<file path="config.mk">
export PLATFORM = sky130hd
export DESIGN_NAME = instruction_fetch_unit
export DESIGN_NICKNAME = d
export VERILOG_FILES = /design/src/rtl/cpu_pkg.sv /design/src/rtl/if_id_reg.sv /design/src/rtl/instruction_fetch_unit.sv
export SDC_FILE = /design/constraint.sdc
export NUM_CORES = 1
export LEC_CHECK = 0
export ABC_CLOCK_PERIOD_IN_PS = 4700
export CORE_MARGIN = 2
export CORE_UTILIZATION = 45
export DETAILED_ROUTE_END_ITERATION = 10
export HOLD_SLACK_MARGIN = 0.15
export PLACE_DENSITY = 0.78
export SETUP_SLACK_MARGIN = 0.05
export SYNTH_ARGS = -nofsm -noshare
export SYNTH_HDL_FRONTEND = slang
export SYNTH_SLANG_ARGS = --single-unit
</file>
<file path="constraint.sdc">
create_clock -name CLK -period 4.7 [get_ports CLK]
set_clock_uncertainty 0.15 [all_clocks]
set_input_delay 0.705 -clock CLK [delete_from_list [all_inputs] [get_ports CLK]]
set_output_delay 0.705 -clock CLK [all_outputs]
set_load 0.01 [all_outputs]
</file>
<file path="src/rtl/cpu_pkg.sv">
// Shared CPU types and constants for the fetch front end.
// Struct gains a fault bit when IFU_BOUNDS_CHK_EN is defined.
package cpu_pkg;

    localparam int INSTR_W = 32;
    localparam int ADDR_W  = 32;

    localparam logic [ADDR_W-1:0]  RESET_PC_DEFAULT = 32'h0000_0000;
    localparam logic [INSTR_W-1:0] NOP_INSTR        = 32'h0000_0000;

    typedef enum logic {
        BOOT = 1'b0,
        RUN  = 1'b1
    } fetch_state_e;

    typedef struct packed {
        logic [INSTR_W-1:0] instr;
        logic [ADDR_W-1:0]  pc;
        logic [ADDR_W-1:0]  pc_plus4;
        logic               valid;
`ifdef IFU_BOUNDS_CHK_EN
        logic               fault;
`endif
    } if_id_t;

endpackage

</file>
<file path="src/rtl/if_id_reg.sv">
// IF/ID pipeline register with hold and synchronous flush.
// Flush wins over hold; fault bit exists with IFU_BOUNDS_CHK_EN.
module if_id_reg
    import cpu_pkg::*;
#(
    parameter logic [INSTR_W-1:0] NOP_WORD = cpu_pkg::NOP_INSTR
) (
    input  logic   clk_i,
    input  logic   flush_i,
    input  logic   hold_i,
    input  if_id_t d_i,
    output if_id_t q_o
);

    if_id_t q_q;

    // Flush loads a bubble, hold freezes, otherwise capture the fetch.
    always_ff @(posedge clk_i) begin
        if (flush_i) begin
            q_q.instr    <= NOP_WORD;
            q_q.pc       <= '0;
            q_q.pc_plus4 <= '0;
            q_q.valid    <= 1'b0;
`ifdef IFU_BOUNDS_CHK_EN
            q_q.fault    <= 1'b0;
`endif
        end else if (!hold_i) begin
            q_q <= d_i;
        end
    end

    assign q_o = q_q;

endmodule

</file>
<file path="src/rtl/instruction_fetch_unit.sv">
// PC, fetch FSM and memory address generation for the front end.
// Define IFU_BOUNDS_CHK_EN to flag misaligned/out-of-range fetches.
module instruction_fetch_unit #(
    parameter logic [31:0] RESET_PC   = cpu_pkg::RESET_PC_DEFAULT,
    parameter int          IMEM_DEPTH = 1024,
    parameter logic [31:0] NOP_INSTR  = cpu_pkg::NOP_INSTR
) (
    input  logic                        CLK,
    input  logic                        RST,
    input  logic                        stall,
    input  logic                        redirect,
    input  logic [cpu_pkg::ADDR_W-1:0]  redirect_target,
    output logic [cpu_pkg::ADDR_W-1:0]  imem_addr,
    input  logic [cpu_pkg::INSTR_W-1:0] imem_instruction,
    output logic [cpu_pkg::INSTR_W-1:0] id_instruction,
    output logic [cpu_pkg::ADDR_W-1:0]  id_pc,
    output logic [cpu_pkg::ADDR_W-1:0]  id_pc_plus4,
`ifdef IFU_BOUNDS_CHK_EN
    output logic                        fetch_fault,
`endif
    output logic                        id_valid
);

    import cpu_pkg::*;

`ifdef IFU_BOUNDS_CHK_EN
    localparam bit BOUNDS_EN = 1'b1;
`else
    localparam bit BOUNDS_EN = 1'b0;
`endif

    localparam logic [31:0] DEPTH_WORDS = 32'(IMEM_DEPTH);

    fetch_state_e       state_q, state_d;
    logic [ADDR_W-1:0]  fetch_pc_q, fetch_pc_d;
    logic [ADDR_W-1:0]  pc_plus4;
    logic               fetch_bad;
    logic               flush;
    logic               hold;
    if_id_t             ifid_d;
    if_id_t             ifid_q;

    assign pc_plus4 = fetch_pc_q + 32'd4;

    // Tag of the word now on imem_instruction is faulty.
    assign fetch_bad = BOUNDS_EN &&
                       ((fetch_pc_q[1:0] != 2'b00) ||
                        ({2'b00, fetch_pc_q[31:2]} >= DEPTH_WORDS));

    // State and fetch tag register.
    always_ff @(posedge CLK) begin
        if (RST) begin
            state_q    <= BOOT;
            fetch_pc_q <= RESET_PC;
        end else begin
            state_q    <= state_d;
            fetch_pc_q <= fetch_pc_d;
        end
    end

    // Next state, memory address and IF/ID control.
    always_comb begin
        state_d         = state_q;
        fetch_pc_d      = fetch_pc_q;
        imem_addr       = fetch_pc_q;
        flush           = 1'b0;
        hold            = 1'b1;
        ifid_d.instr    = imem_instruction;
        ifid_d.pc       = fetch_pc_q;
        ifid_d.pc_plus4 = pc_plus4;
        ifid_d.valid    = 1'b1;
`ifdef IFU_BOUNDS_CHK_EN
        ifid_d.fault    = 1'b0;
`endif
        unique case (state_q)
            BOOT: begin
                imem_addr  = redirect ? redirect_target : RESET_PC;
                fetch_pc_d = imem_addr;
                state_d    = RUN;
                flush      = 1'b1;
            end
            RUN: begin
                if (redirect) begin
                    imem_addr  = redirect_target;
                    fetch_pc_d = redirect_target;
                    flush      = 1'b1;
                end else if (stall) begin
                    imem_addr = fetch_pc_q;
                end else begin
                    imem_addr  = pc_plus4;
                    fetch_pc_d = pc_plus4;
                    hold       = 1'b0;
                    if (fetch_bad) begin
                        ifid_d.instr = NOP_INSTR;
                        ifid_d.valid = 1'b0;
`ifdef IFU_BOUNDS_CHK_EN
                        ifid_d.fault = 1'b1;
`endif
                    end
                end
            end
            default: begin
                state_d = BOOT;
                flush   = 1'b1;
            end
        endcase
        if (RST) begin
            imem_addr = RESET_PC;
        end
    end

    if_id_reg #(
        .NOP_WORD (NOP_INSTR)
    ) u_if_id (
        .clk_i   (CLK),
        .flush_i (RST | flush),
        .hold_i  (hold),
        .d_i     (ifid_d),
        .q_o     (ifid_q)
    );

    assign id_instruction = ifid_q.instr;
    assign id_pc          = ifid_q.pc;
    assign id_pc_plus4    = ifid_q.pc_plus4;
    assign id_valid       = ifid_q.valid;
`ifdef IFU_BOUNDS_CHK_EN
    assign fetch_fault    = ifid_q.fault;
`endif

endmodule
</file>
==> results of run 1 <==
-- metal layers --
| metal | vias to the layer above | track usage, % | part of all wire [%] |
|---|---|---|---|
| met5 | - | 0 | 0 |
| met4 | 0 | 8.86 | 1.6 |
| met3 | 21 | 11.2 | 10 |
| met2 | 230 | 40.8 | 47 |
| met1 | 2287 | 29.2 | 41 |
| li1 | 2379 | - | - |
-- sequential cells by signal (all words and copies together), names as in the netlist --
signal	cells
state_q	1
fetch_pc_q	32
u_if_id.q_o	95
-- cell usage after synthesis, types with 2 or more instances --
| cell type | n | area, µm² |
|---|---|---|
| mux2i_1 | 63 | 631 |
| and3_1 | 3 | 18.8 |
| a21oi_1 | 37 | 185 |
| buf_1 | 3 | 11.3 |
| o31a_1 | 2 | 17.5 |
| a22oi_1 | 3 | 22.5 |
| xnor2_1 | 28 | 245 |
| clkbuf_1 | 27 | 101 |
| nand4_1 | 6 | 37.5 |
| xor2_1 | 18 | 158 |
| a211oi_1 | 7 | 52.6 |
| nor4_4 | 2 | 42.5 |
| and4_1 | 4 | 35.0 |
| nor4_1 | 3 | 18.8 |
| buf_2 | 15 | 75.1 |
| o21ai_0 | 37 | 185 |
| nand4_2 | 2 | 25.0 |
| o22ai_1 | 5 | 31.3 |
| nor2_1 | 106 | 398 |
| buf_4 | 4 | 30.0 |
| inv_1 | 4 | 15.0 |
| nand3_1 | 14 | 70.1 |
| nor3_1 | 7 | 35.0 |
| nand2_1 | 41 | 154 |
| nor2b_1 | 2 | 12.5 |
| o21ai_1 | 3 | 15.0 |
| nand2b_1 | 6 | 37.5 |
| dfxtp_1 | 128 | 2560 |
-- worst min path at each step --
stage                          from               to
floorplan             fetch_pc_q[0]  u_if_id.q_o[33]
global placement     u_if_id.q_o[0]   u_if_id.q_o[0]
detailed placement   u_if_id.q_o[0]   u_if_id.q_o[0]
CTS                  u_if_id.q_o[0]   u_if_id.q_o[0]
global route        u_if_id.q_o[47]  u_if_id.q_o[47]
finish               u_if_id.q_o[0]   u_if_id.q_o[0]
-- metrics by stage --
stage | util, % | total power, µW | worst slack [ns] | cell area (µm²)
3_3_place_gp | 63.7 | 1400 | 0.851 | 7370
3_5_place_dp | 63.7 | 1410 | 0.751 | 7370
2_1_floorplan | - | 1280 | 1.89 | 5390
4_1_cts | 70.3 | 3100 | 0.745 | 8130
5_1_grt | 70.3 | 3170 | 0.568 | 8130
6_report | 70.3 | 3080 | 0.783 | 8130
-- worst max-delay path, stage by stage --
cell             delay, ns
clkdlybuf4s50_1       0.47
nor2b_1               0.43
nand2_4               0.44
o21ai_0               0.40
clkdlybuf4s50_1       0.60
-- power by group through the flow --
stage               sequential, µW  combinational, µW  clock (µW)
finish                        1140                245        1690
global route                  1150                265        1760
CTS                           1140                247        1710
detailed placement            1160                245           0
global placement              1160                239           0
floorplan                     1150                121           0
-- kinds of logic (layout without fill, tap and decap cells) --
| kind of cell | Yosys count | after routing |
|---|---|---|
| AND/OR/NAND/NOR | 204 | 204 |
| flip-flops | 128 | 128 |
| AO/OA/AOI/OAI | 100 | 100 |
| multiplexers | 63 | 63 |
| buffers and inverters | 55 | 241 |
| XOR/XNOR | 46 | 46 |
| adder cells (fa/ha/maj) | 1 | 1 |
-- layout make-up --
class,instances,area share [%]
Tap cell,143,2.20
Timing Repair Buffer,205,24.9
Clock buffer,21,5.54
Multi-Input combinational cell,414,31.9
Inverter,4,0.185
Clock inverter,11,3.76
Sequential cell,128,31.5
==> impl_results.md, run 1 <==
- Setup crit end kind: output port
- NetSw: between 600 and 700 µW
- Synthesized area: 5390 µm²
- Maximum VDD drop: approximately 0.00032 V
- Register Area: between 2000 and 3000 µm²
- Async SR Flop Fraction: 0%
- Slew @ Worst Pin: about 0.59 ns
- Area Growth Syn to Fin: 50.9%
- Gr ovfl total: 0
- RePlAce Congestion: just under 0.9
- Post-CTS Hold Buffers: 0
- Syn Inst Count: slightly below 600
- Longest Clk Path Bufs: 2
- CP endpoint: imem_addr[8]
- Startpoint Class: input port
- Max Freq: about 0.26 GHz
- Post-Synth XOR/XNOR Area: between 7 and 8%
- Later-pin clock latency in the skew report: roughly 0.4 ns
- Total leakage power: approximately 0.0030 µW
- Synth warnings: 0
- Avg WL per Cell: ~17 µm
- CTS Sinks: roughly 130
- Die height: 113 µm
- Setup TNS: 0 ns
- Resized Gates After CTS: 0
- Mean post-synth cell area: ~9.0 µm²
- Setup Buffers After CTS: 0
- Reg2reg end: fetch_pc_q[28]
- R2r setup slk: ~2.4 ns
- Clock-pin slew on the worst setup and hold paths: 0.06 ns
- Crit path required time: between 3 and 4 ns
- Most frequent cells in the layout: clkdlybuf4s50_1 (195), dfxtp_1 (128), nor2_1 (105)
- WHS Path Cells: 2
- First-pass GRT wire length: between 20000 and 30000 µm
- I/O pin total: slightly below 200
- Final HPWL DP: roughly 11000 µm
- Comb pwr share: ~8.0%
- CTS tree: built
- Adder-Cell Fraction of Synth Area: less than 1%
- DRC: 0
- Antenna diode count: 0
- Antenna violation net count after detailed routing: 0
- Hold Slack: a little over 0.3 ns
- Power Density: between 300 and 400 nW/µm²
- Area of the multi-input gates: between 2000 and 3000 µm²
- Int Power: 2470 µW
- Critical path class: in -> out
- CTS Root Buffer Type: clkbuf_16
- Sequential area share after synthesis: 47.6%
- Tcrit/Tclk final: between 80% and 90%
- Fraction of the mapped netlist area in compound gates: a little over a tenth
- CP Max Fanout: between 50 and 60
- Total Routing Usage GR: 25.0%
- Number of hold violations in the final report: 0
- Crit path launch: redirect
- Starting Density: a little under half
- Reg2reg start: fetch_pc_q[2]
- Port bufs: 196
- Layout cells sized above 1: ~6.3%
- Initial DRC count: around 280
- Status: complete, no violations
- Min Clock Period, post-route: 3.92 ns
- Sequential Power Share: between 30% and 40%
- First drt pass iteration count: 5
- Worst R2R Path Depth: 5
- Ys flop type: dfxtp_1
- Vias per cell: 5.31
- Clock power frac: 54.9%
- Fill cells: ~880
- Max Cap Violations: 0
- Vias in the first global route: around 4.9k
- Finish-stage setup viols: 0
- Mux contribution to synthesized area: around an eighth
- Slew Limit Headroom: ~61%
- Simple-gate share of the synthesized area: between 15 and 20%
- Core area: roughly 12000 µm²
- Most common cell after layout, fill and taps aside: clkdlybuf4s50_1
- Worst EP arrival: 3.06 ns
- H-tree depth: 4
- Max Slew Vio Count: 0
- Num rows: 39
- Largest net degree at the start of global routing: 58
- Number of synthesized flops with an enable pin: 0
- RSZ-0062 raised after global routing: no
- Initial antenna violation count: 0
- Net Sw Frac: about a fifth
- Final net count: 839
- Die area: approximately 13000 µm²
- CTS Buf Count: 17
- #FFs+latches synth: ~130
- Via count: slightly below 5k
- Inst Count DP: a little under 900
- Routed WL: between 15000 and 20000 µm
- Largest family of logic cells by synthesized area: simple AND/OR/NAND/NOR gates
- Die X: ~110 µm
- Final Non-Filler Cells: between 900 and 1k
- Syn Nets: between 600 and 700
- Hold Path Class: reg -> reg
- Cell variety after synth: 45
Note: power is estimated with default switching activity, not from simulation.
==> run 2, diff against run 1 <==
ABC_CLOCK_PERIOD_IN_PS = 3900   (was 4700)
clock period = 3.9 ns   (was 4.7 ns; I/O delays follow)
==> run 2 against run 1 <==
Net effect: first-iteration DRC count increased by 16%; clock power is 3% higher; die area stayed put; non-clock buffer count grew 6; register-to-register slack lost 0.69 ns; global-route usage grew 0.10 points; critical path depth up 2; final area shrank 0.51%; sequential cell count stayed put; hold slack worse by 0.0026 ns; largest power group unchanged; sequential power increased by 21%.
==> impl_results.md, run 2 (same netlist as run 1, synthesis figures left out) <==
- Status: complete, no violations
- Largest net degree at the start of global routing: between 80 and 90
- Initial antenna violation count: 0
- RePlAce Congestion: 0.872
- Crit path required time: between 3 and 4 ns
- Total chip power: 3410 µW
- Power Density: roughly 420 nW/µm²
- Min Clock Period, post-route: 3.70 ns
- Via count: a little over 5k
- Worst EP arrival: between 2 and 3 ns
- Layout cells sized above 1: 7.48%
- I/O pin total: between 150 and 200
- Inst Count DP: 895
- Setup crit end kind: output port
- RSZ-0062 raised after global routing: no
- Max Slew Vio Count: 0
- Vias per cell: ~5.4
- Port bufs: around 200
- Tcrit/Tclk final: between 90% and 100%
- Critical path class: reg -> out
- Later-pin clock latency in the skew report: 0.41 ns
- Die X: roughly 110 µm
- Die height: ~110 µm
- CTS tree: built
- Num rows: 39
- Area Growth Syn to Fin: 50.2%
- Slew Limit Headroom: 60.9%
- DRC: 0
- Slew @ Worst Pin: 0.587 ns
- Final net count: 845
- CP Max Fanout: 7
- Total Routing Usage GR: roughly a quarter
- Starting Density: a little under half
- First drt pass iteration count: 5
- Maximum VDD drop: about 0.00044 V
- Longest Clk Path Bufs: 2
- Finish-stage setup viols: 0
- Vias in the first global route: approximately 5.1k
- Total leakage power: 0.00303 µW
- Gr ovfl total: 0
- Hold Path Class: reg -> reg
- Number of hold violations in the final report: 0
- Clock-pin slew on the worst setup and hold paths: ~0.060 ns
- CTS Buf Count: 17
- Avg WL per Cell: approximately 17 µm
- Final Non-Filler Cells: roughly 930
- Routed WL: ~16000 µm
- Final HPWL DP: 11200 µm
- Most frequent cells in the layout: clkdlybuf4s50_1 (195), dfxtp_1 (128), nor2_1 (105)
- Startpoint Class: flop
- Most common cell after layout, fill and taps aside: clkdlybuf4s50_1
- Max Freq: 0.270 GHz
- Max Cap Violations: 0
- Die area: roughly 13000 µm²
- Initial DRC count: 320
- CTS Sinks: between 100 and 150
- First-pass GRT wire length: ~26000 µm
- CTS Root Buffer Type: clkbuf_16
- Setup TNS: 0 ns
- Antenna diode count: 0
- Max FFs per register: 95
- Antenna violation net count after detailed routing: 0
- Core area: ~12000 µm²
- H-tree depth: 4
-- run 2: where the power goes --
| part | switching [µW] | internal (µW) | leakage, µW |
|---|---|---|---|
| clock | 558 | 1180 | 0.000327 |
| combinational | 133 | 167 | 0.00166 |
| sequential | 38.5 | 1340 | 0.00104 |
-- run 2: path summary, 6_finish.rpt --
| check | startpoint | end | slack (ns) | cells after the start |
|---|---|---|---|---|
| max | fetch_pc_q[2] | imem_addr[16] | 0.20 | 7 |
| min | u_if_id.q_o[0] | u_if_id.q_o[0] | 0.31 | 2 |
| max reg2reg | fetch_pc_q[2] | fetch_pc_q[16] | 1.68 | 6 |
| min reg2reg | u_if_id.q_o[0] | u_if_id.q_o[0] | 0.31 | 2 |
-- run 2: what timing repair did --
| item | CTS | global route |
|---|---|---|
| setup buffers | 3 | 2 |
| gates resized for setup | 0 | 2 |
| pin swaps | 0 | 1 |
| hold buffers | 0 | 0 |
| gates cloned | 0 | 0 |
| endpoints found under the setup margin | 1 | 3 |
-- run 2: layer usage --
metal  global-route usage [%]  vias up  part of all wire [%]
li1                         -     2394                     -
met4                     9.59        0                   1.9
met1                     28.8     2358                    39
met3                     10.3       31                    11
met5                        0        -                     0
met2                     42.0      258                    48
-- run 2: stage by stage --
step / utilization, % / hold WS [ns] / cell area [µm²] / setup slack [ns]
floorplan: - / 0.310 / 5390 / 1.33
detailed placement: 63.9 / 0.297 / 7390 / 0.337
finish: 69.9 / 0.308 / 8090 / 0.197
global route: 69.9 / 0.336 / 8090 / 0.0689
global placement: 63.9 / 0.286 / 7390 / 0.455
CTS: 69.8 / 0.310 / 8070 / 0.0549
-- run 2: worst max-delay path, cell delays in order, from the launching register on --
cell	delay (ns)
dfxtp_1	0.45
ha_1	0.28
and3_2	0.28
and4_2	0.36
nand3_1	0.12
xor2_1	0.19
o22ai_1	0.27
clkdlybuf4s50_1	0.60
-- run 2: final cells by class --
| class | instances | area [µm²] |
|---|---|---|
| Sequential cell | 128 | 2560 |
| Timing Repair Buffer | 211 | 2080 |
| Multi-Input combinational cell | 414 | 2590 |
| Inverter | 4 | 15.0 |
| Clock buffer | 21 | 470 |
| Clock inverter | 11 | 184 |
| Fill cell | 851 | 3480 |
| Tap cell | 143 | 179 |
==> RTL edit 1, RTL diff (flow settings as in run 2) <==
Build with the macro `IFU_BOUNDS_CHK_EN` defined.
--- a/src/rtl/cpu_pkg.sv
+++ b/src/rtl/cpu_pkg.sv
@@ -1,5 +1,7 @@
 // Shared CPU types and constants for the fetch front end.
 // Struct gains a fault bit when IFU_BOUNDS_CHK_EN is defined.
+`define IFU_BOUNDS_CHK_EN
+
 package cpu_pkg;
 
     localparam int INSTR_W = 32;
Behaviour (old outputs only; new: fetch_fault): not the same (Yosys sat finds a counterexample within 4 cycles, from zero or initial values and one cycle with RST high).
==> RTL edit 1 against run 2 <==
- global-route usage up 0.63 points
- critical path depth down 1
- final cell count up 3.1%
- core utilization down 1.5 points
- cell area up 1.1%
- sequential share of layout area down 0.068 points
- area after synthesis up 2.0%
- clock power down 11%
- largest cell class unchanged
- die area up 1.9%
- routed wire length up 4.1%
- setup slack about the same
- largest power group unchanged
- power down 6.4%
- critical endpoint is now imem_addr[30]
- sequential cell count up 1
==> RTL edit 1: results (changes against run 2) <==
Outcome
  • Outcome: completed

Logic synthesis
  • Commonest cells post-synth: 129 x dfxtp_1, 96 x nor2_1, 44 x nand2_1
  • Cell variety after synth: 44 (-2.2%)
  • Syn_nets: 693 (+4.1%)
  • XOR/XNOR Fraction of Synth Area: 8.45% (+0.97 points)
  • Ys async rst share: 0% (unchanged)
  • Post-synthesis sequential area ratio: 47.0% (-0.57 points)
  • Synth Area in Adders: 0.456% (+0.22 points)
  • Largest cells by area after synthesis: dfxtp_1 47%, nor2_1 6.6%, xor2_1 5.6%
  • Proportion of synthesized area in mux cells: 5.47% (-6.2 points)
  • Compound-Gate Fraction of Synth Area: 13.6% (+3.2 points)

CTS
  • CTS clk-pin slew, worst paths: 60 ps (about the same)
  • Root Driver: clkbuf_16
  • H-tree Lvls: 4 (unchanged)
  • Clock Latency Late Sink: 410 ps (about the same)

Finish
  • Share of layout cells above drive strength 1: 8.97% (+1.5 points)
  • Nets: 873 (+3.3%)
  • Fillers: 981 (+15%)
  • Max reg flops: 96 (+1.1%)

Critical path
  • Crit path to: imem_addr[30]
  • Max incr delay on CP: 600 ps (about the same)
  • Worst Path Arrival: 2970 ps (about the same)
  • R2R setup slack: 1680 ps (about the same)
  • Crit-path max FO: 9 (+2)
  • Critical Path Slowest Stage Cell: clkdlybuf4s50_1
  • Reg2Reg Depth: 7 (+1)
  • Reg2Reg Capture Point: fetch_pc_q[24]
  • Worst setup startpoint: fetch_pc_q[11]

Routing
  • Wire per inst: 17.5 um (+1.0%)
  • Drt pass-1 iters: 4 (-1)
  • 1st-iter DRT viols: 314 (-1.9%)
  • Via-to-Cell Ratio: 5.39 (-0.44%)

Power and ir drop
  • Static leakage: 2.90 nW (-4.3%)
  • Peak supply drop: 0.290 mV (-34%)
  • Pint: 2.49 mW (-7.4%)

Placement
  • RePlAce Congestion: 0.902 (+3.5%)
  • Port bufs: 197 (+0.51%)
  • DP Wirelength: 11900 um (+5.8%)

GRT
  • First-pass GRT wire length: 26400 um (+3.1%)
  • Gr usage total: 25.7% (+0.63 points)
  • Largest net degree at the start of global routing: 60 (-29%)
  • Number of global-route vias before repair: 5190 (+2.2%)

Worst hold path
  • Hold EP: u_if_id.q_o[5]
  • HP Start: u_if_id.q_o[5]
  • Hold depth: 2 (unchanged)

STA
  • Slew headroom: 62.3% (+1.4 points)
  • Final Hold Fails: 0 (unchanged)

Die
  • Die width: 114 um (+0.96%)
## RTL edit 1: cell types whose count changed in the layout (fill, tap and decap cells not counted), moves of 6 or more
cell and change:
nand4_1 +7, nand3_1 +6, mux2i_1 -33, xnor2_1 -10, o21ai_1 +7, xor2_1 +17, nor2_1 -13, a22oi_1 +34
## RTL edit 1: final cells by class
type	count	area share, %
inverter	7	0.321
clock inverter	6	0.979
multi-input combinational	431	32.8
timing repair buffer	217	26.0
sequential	129	31.6
clock buffer	24	6.01
tap	147	2.25
## RTL edit 1: stage by stage
stage          area [um2]  setup WS, ps  std cells  hold WS (ps)  utilization, %
2_1_floorplan        5490          1200        623           331               -
3_3_place_gp         7560           423        928           300            63.2
3_5_place_dp         7560           448        928           312            63.2
4_1_cts              8140           104        958           322            68.1
5_1_grt              8180          24.1        961           351            68.4
6_report             8180           197        961           315            68.4
## RTL edit 1: layer usage
layer	global-route usage, %	wire, um	up-vias
met1	30.1	6890	2447
met3	8.89	1350	24
met2	43.9	8310	198
li1	-	-	2506
met5	0	0	-
met4	8.70	299	0
## RTL edit 1: timing repair
item                       in CTS  in global routing
hold endpoints to repair        0                  0
pin swaps                       1                  2
setup endpoints to repair       2                 12
resized for setup               1                  7
setup buffers                   0                  3
## RTL edit 1: power groups by stage
stage / Clock (mW) / Sequential [mW] / Combinational, mW
floorplan: 0 / 1.39 / 0.136
global placement: 0 / 1.41 / 0.263
detailed placement: 0 / 1.41 / 0.269
CTS: 1.56 / 1.38 / 0.271
global route: 1.62 / 1.39 / 0.289
finish: 1.54 / 1.39 / 0.270
## RTL edit 1: critical path: cells and delay by family, from the launching register on
family          cells  cell delay (ps)
compound gates      1              260
flops               1              520
buf+inv             1              600
simple gates        3             1010
xor+xnor            1              160
==> RTL edit 2, RTL diff (flow settings as in run 2) <==
Without the edit above. Register the input `redirect_target` before use, without a reset. The logic sees it one clock later. The other inputs are not delayed to match.
--- a/src/rtl/instruction_fetch_unit.sv
+++ b/src/rtl/instruction_fetch_unit.sv
@@ -30,6 +30,12 @@
 `endif
 
     localparam logic [31:0] DEPTH_WORDS = 32'(IMEM_DEPTH);
+
+    logic [cpu_pkg::ADDR_W-1:0] redirect_target_q;
+
+    always_ff @(posedge CLK) begin
+        redirect_target_q <= redirect_target;
+    end
 
     fetch_state_e       state_q, state_d;
     logic [ADDR_W-1:0]  fetch_pc_q, fetch_pc_d;
@@ -74,15 +80,15 @@
 `endif
         unique case (state_q)
             BOOT: begin
-                imem_addr  = redirect ? redirect_target : RESET_PC;
+                imem_addr  = redirect ? redirect_target_q : RESET_PC;
                 fetch_pc_d = imem_addr;
                 state_d    = RUN;
                 flush      = 1'b1;
             end
             RUN: begin
                 if (redirect) begin
-                    imem_addr  = redirect_target;
-                    fetch_pc_d = redirect_target;
+                    imem_addr  = redirect_target_q;
+                    fetch_pc_d = redirect_target_q;
                     flush      = 1'b1;
                 end else if (stall) begin
                     imem_addr = fetch_pc_q;
Check against the original RTL: not equivalent (a bounded check fails within 4 cycles, from zero or initial values and one cycle with RST high).
==> RTL edit 2 against run 2 <==
- cell area increased by 8.8%
- sequential cell count increased by 32
- first-iteration DRC count decreased by 5.9%
- area after synthesis increased by 11%
- routed wire length increased by 6.3%
- combinational power about the same
- power increased by 15%
- worst hold slack got worse by 8.6 ps
- via count increased by 5.6%
- setup slack got worse by 53 ps
- largest power group unchanged
==> RTL edit 2: results (changes against run 2) <==
Outcome
  • Outcome: completed

Logic synthesis
  • Commonest cells post-synth: 160 x dfxtp_1, 99 x nor2_1, 58 x mux2i_1
  • Post-synth top area share: 53.5% (+5.9 points)
  • Cell variety after synth: 40 (-11%)
  • Largest area contributor in the netlist: dfxtp_1
  • Yosys warns: 0 (unchanged)
  • Ys async rst share: 0% (unchanged)
  • Syn_nets: 692 (+3.9%)
  • Largest cells by area after synthesis: dfxtp_1 53%, mux2i_1 9.7%, nor2_1 6.2%
  • Post-synthesis sequential area ratio: 53.5% (+5.9 points)

Finish
  • Diode count: 0 (unchanged)
  • Max reg flops: 95 (unchanged)
  • Nets: 876 (+3.7%)
  • Share of layout cells above drive strength 1: 7.80% (+0.33 points)
  • Fillers: 1052 (+24%)

Critical path
  • Max incr delay on CP: 580 ps (-20 ps)
  • Critical Path Slowest Stage Cell: clkdlybuf4s50_1
  • Reg-to-reg startpoint: fetch_pc_q[3]
  • Crit-path max FO: 6 (-1)
  • Cell family with most CP delay: simple AND/OR/NAND/NOR gates
  • R2R setup slack: 1560 ps (-120 ps)
  • Reg2Reg Depth: 6 (unchanged)
  • Reg2Reg Capture Point: fetch_pc_q[28]
  • Worst Path Arrival: 3020 ps (+50 ps)

GRT
  • Gr usage total: 23.9% (-1.2 points)
  • Initial antenna violation count: 0 (unchanged)
  • Number of global-route vias before repair: 5108 (+0.55%)
  • Largest net degree at the start of global routing: 46 (-46%)
  • First-pass GRT wire length: 26600 um (+3.6%)

Placement
  • RePlAce Congestion: 0.858 (-1.6%)
  • Place WS: 296 ps (-41.1 ps)
  • Port bufs: 196 (unchanged)
  • DP Wirelength: 12200 um (+8.6%)

Power and ir drop
  • Sw Share: 21.5% (+0.16 points)
  • Peak supply drop: 0.360 mV (-19%)
  • Static leakage: 3.27 nW (+7.9%)
  • Logic pwr share: 7.7% (-1.1 points)
  • Clk pwr: 1.90 mW (+9%)

CTS
  • Max clock buf depth: 2 (unchanged)
  • Total CTS buffers: 17 (unchanged)
  • Root Driver: clkbuf_16
  • Clock Latency Late Sink: 420 ps
  • H-tree Lvls: 4 (unchanged)
  • CTS clk-pin slew, worst paths: 60 ps (about the same)

Worst hold path
  • Hold depth: 2 (unchanged)
  • Worst Hold Class: reg -> reg
  • HP Start: u_if_id.q_o[0]
  • Hold EP: u_if_id.q_o[0]

Routing
  • Drt pass-1 iters: 4 (-1)
  • Wire per inst: 17.3 um (-0.54%)
  • Vias: 5322 (+5.6%)
  • 1st-iter DRT viols: 301 (-5.9%)

STA
  • Worst-Margin Slew: 997 ps (+410 ps)
RTL edit 2: cell type report:
type                            count  area share [%]
Clock buffer                       19            5.15
Tap cell                          176            2.50
Clock inverter                     13            2.65
Timing Repair Buffer              213            23.7
Sequential cell                   160            36.4
Inverter                            7           0.299
Multi-Input combinational cell    408            29.3
RTL edit 2: kinds of logic after synthesis:
kind of cell	after synthesis	synth area share (%)
simple gates	205	16.2
flops	160	53.5
compound gates	103	10.0
mux	59	9.88
buf+inv	55	4.41
xor+xnor	40	5.85
fa+ha+maj	1	0.209
RTL edit 2: routing by layer:
layer / up-vias / global-route usage, % / wire, um
met5: - / 0 / 0
met4: 0 / 9.93 / 282
met3: 22 / 5.51 / 1160
met2: 208 / 41.4 / 8810
met1: 2584 / 28.5 / 6950
li1: 2508 / - / -
RTL edit 2: timing repair:
action,4_1_cts,5_1_grt
buffers inserted,0,3
setup endpoints to repair,5,8
gates resized for setup,2,3
pin swaps,0,2
RTL edit 2: worst max-delay path by stage:
stage	endpoint	cells after the start	startpoint	slack, ps
after floorplan	imem_addr[30]	6	redirect	1170
after global placement	imem_addr[14]	6	RST	380
after detailed placement	imem_addr[22]	6	RST	300
after CTS	imem_addr[22]	7	fetch_pc_q[3]	60
after global routing	imem_addr[28]	7	fetch_pc_q[2]	50
final	imem_addr[28]	7	fetch_pc_q[3]	140
RTL edit 2: metrics by stage:
step,utilization (%),hold slack (ps),instance area (um2),power [mW],instances
finish,66.9,299,8790,3.93,996
global route,66.9,326,8790,4.05,996
CTS,66.6,305,8750,3.95,993
detailed placement,61.3,296,8050,2.06,961
global placement,61.3,285,8050,2.05,961
floorplan,-,310,5990,1.90,623
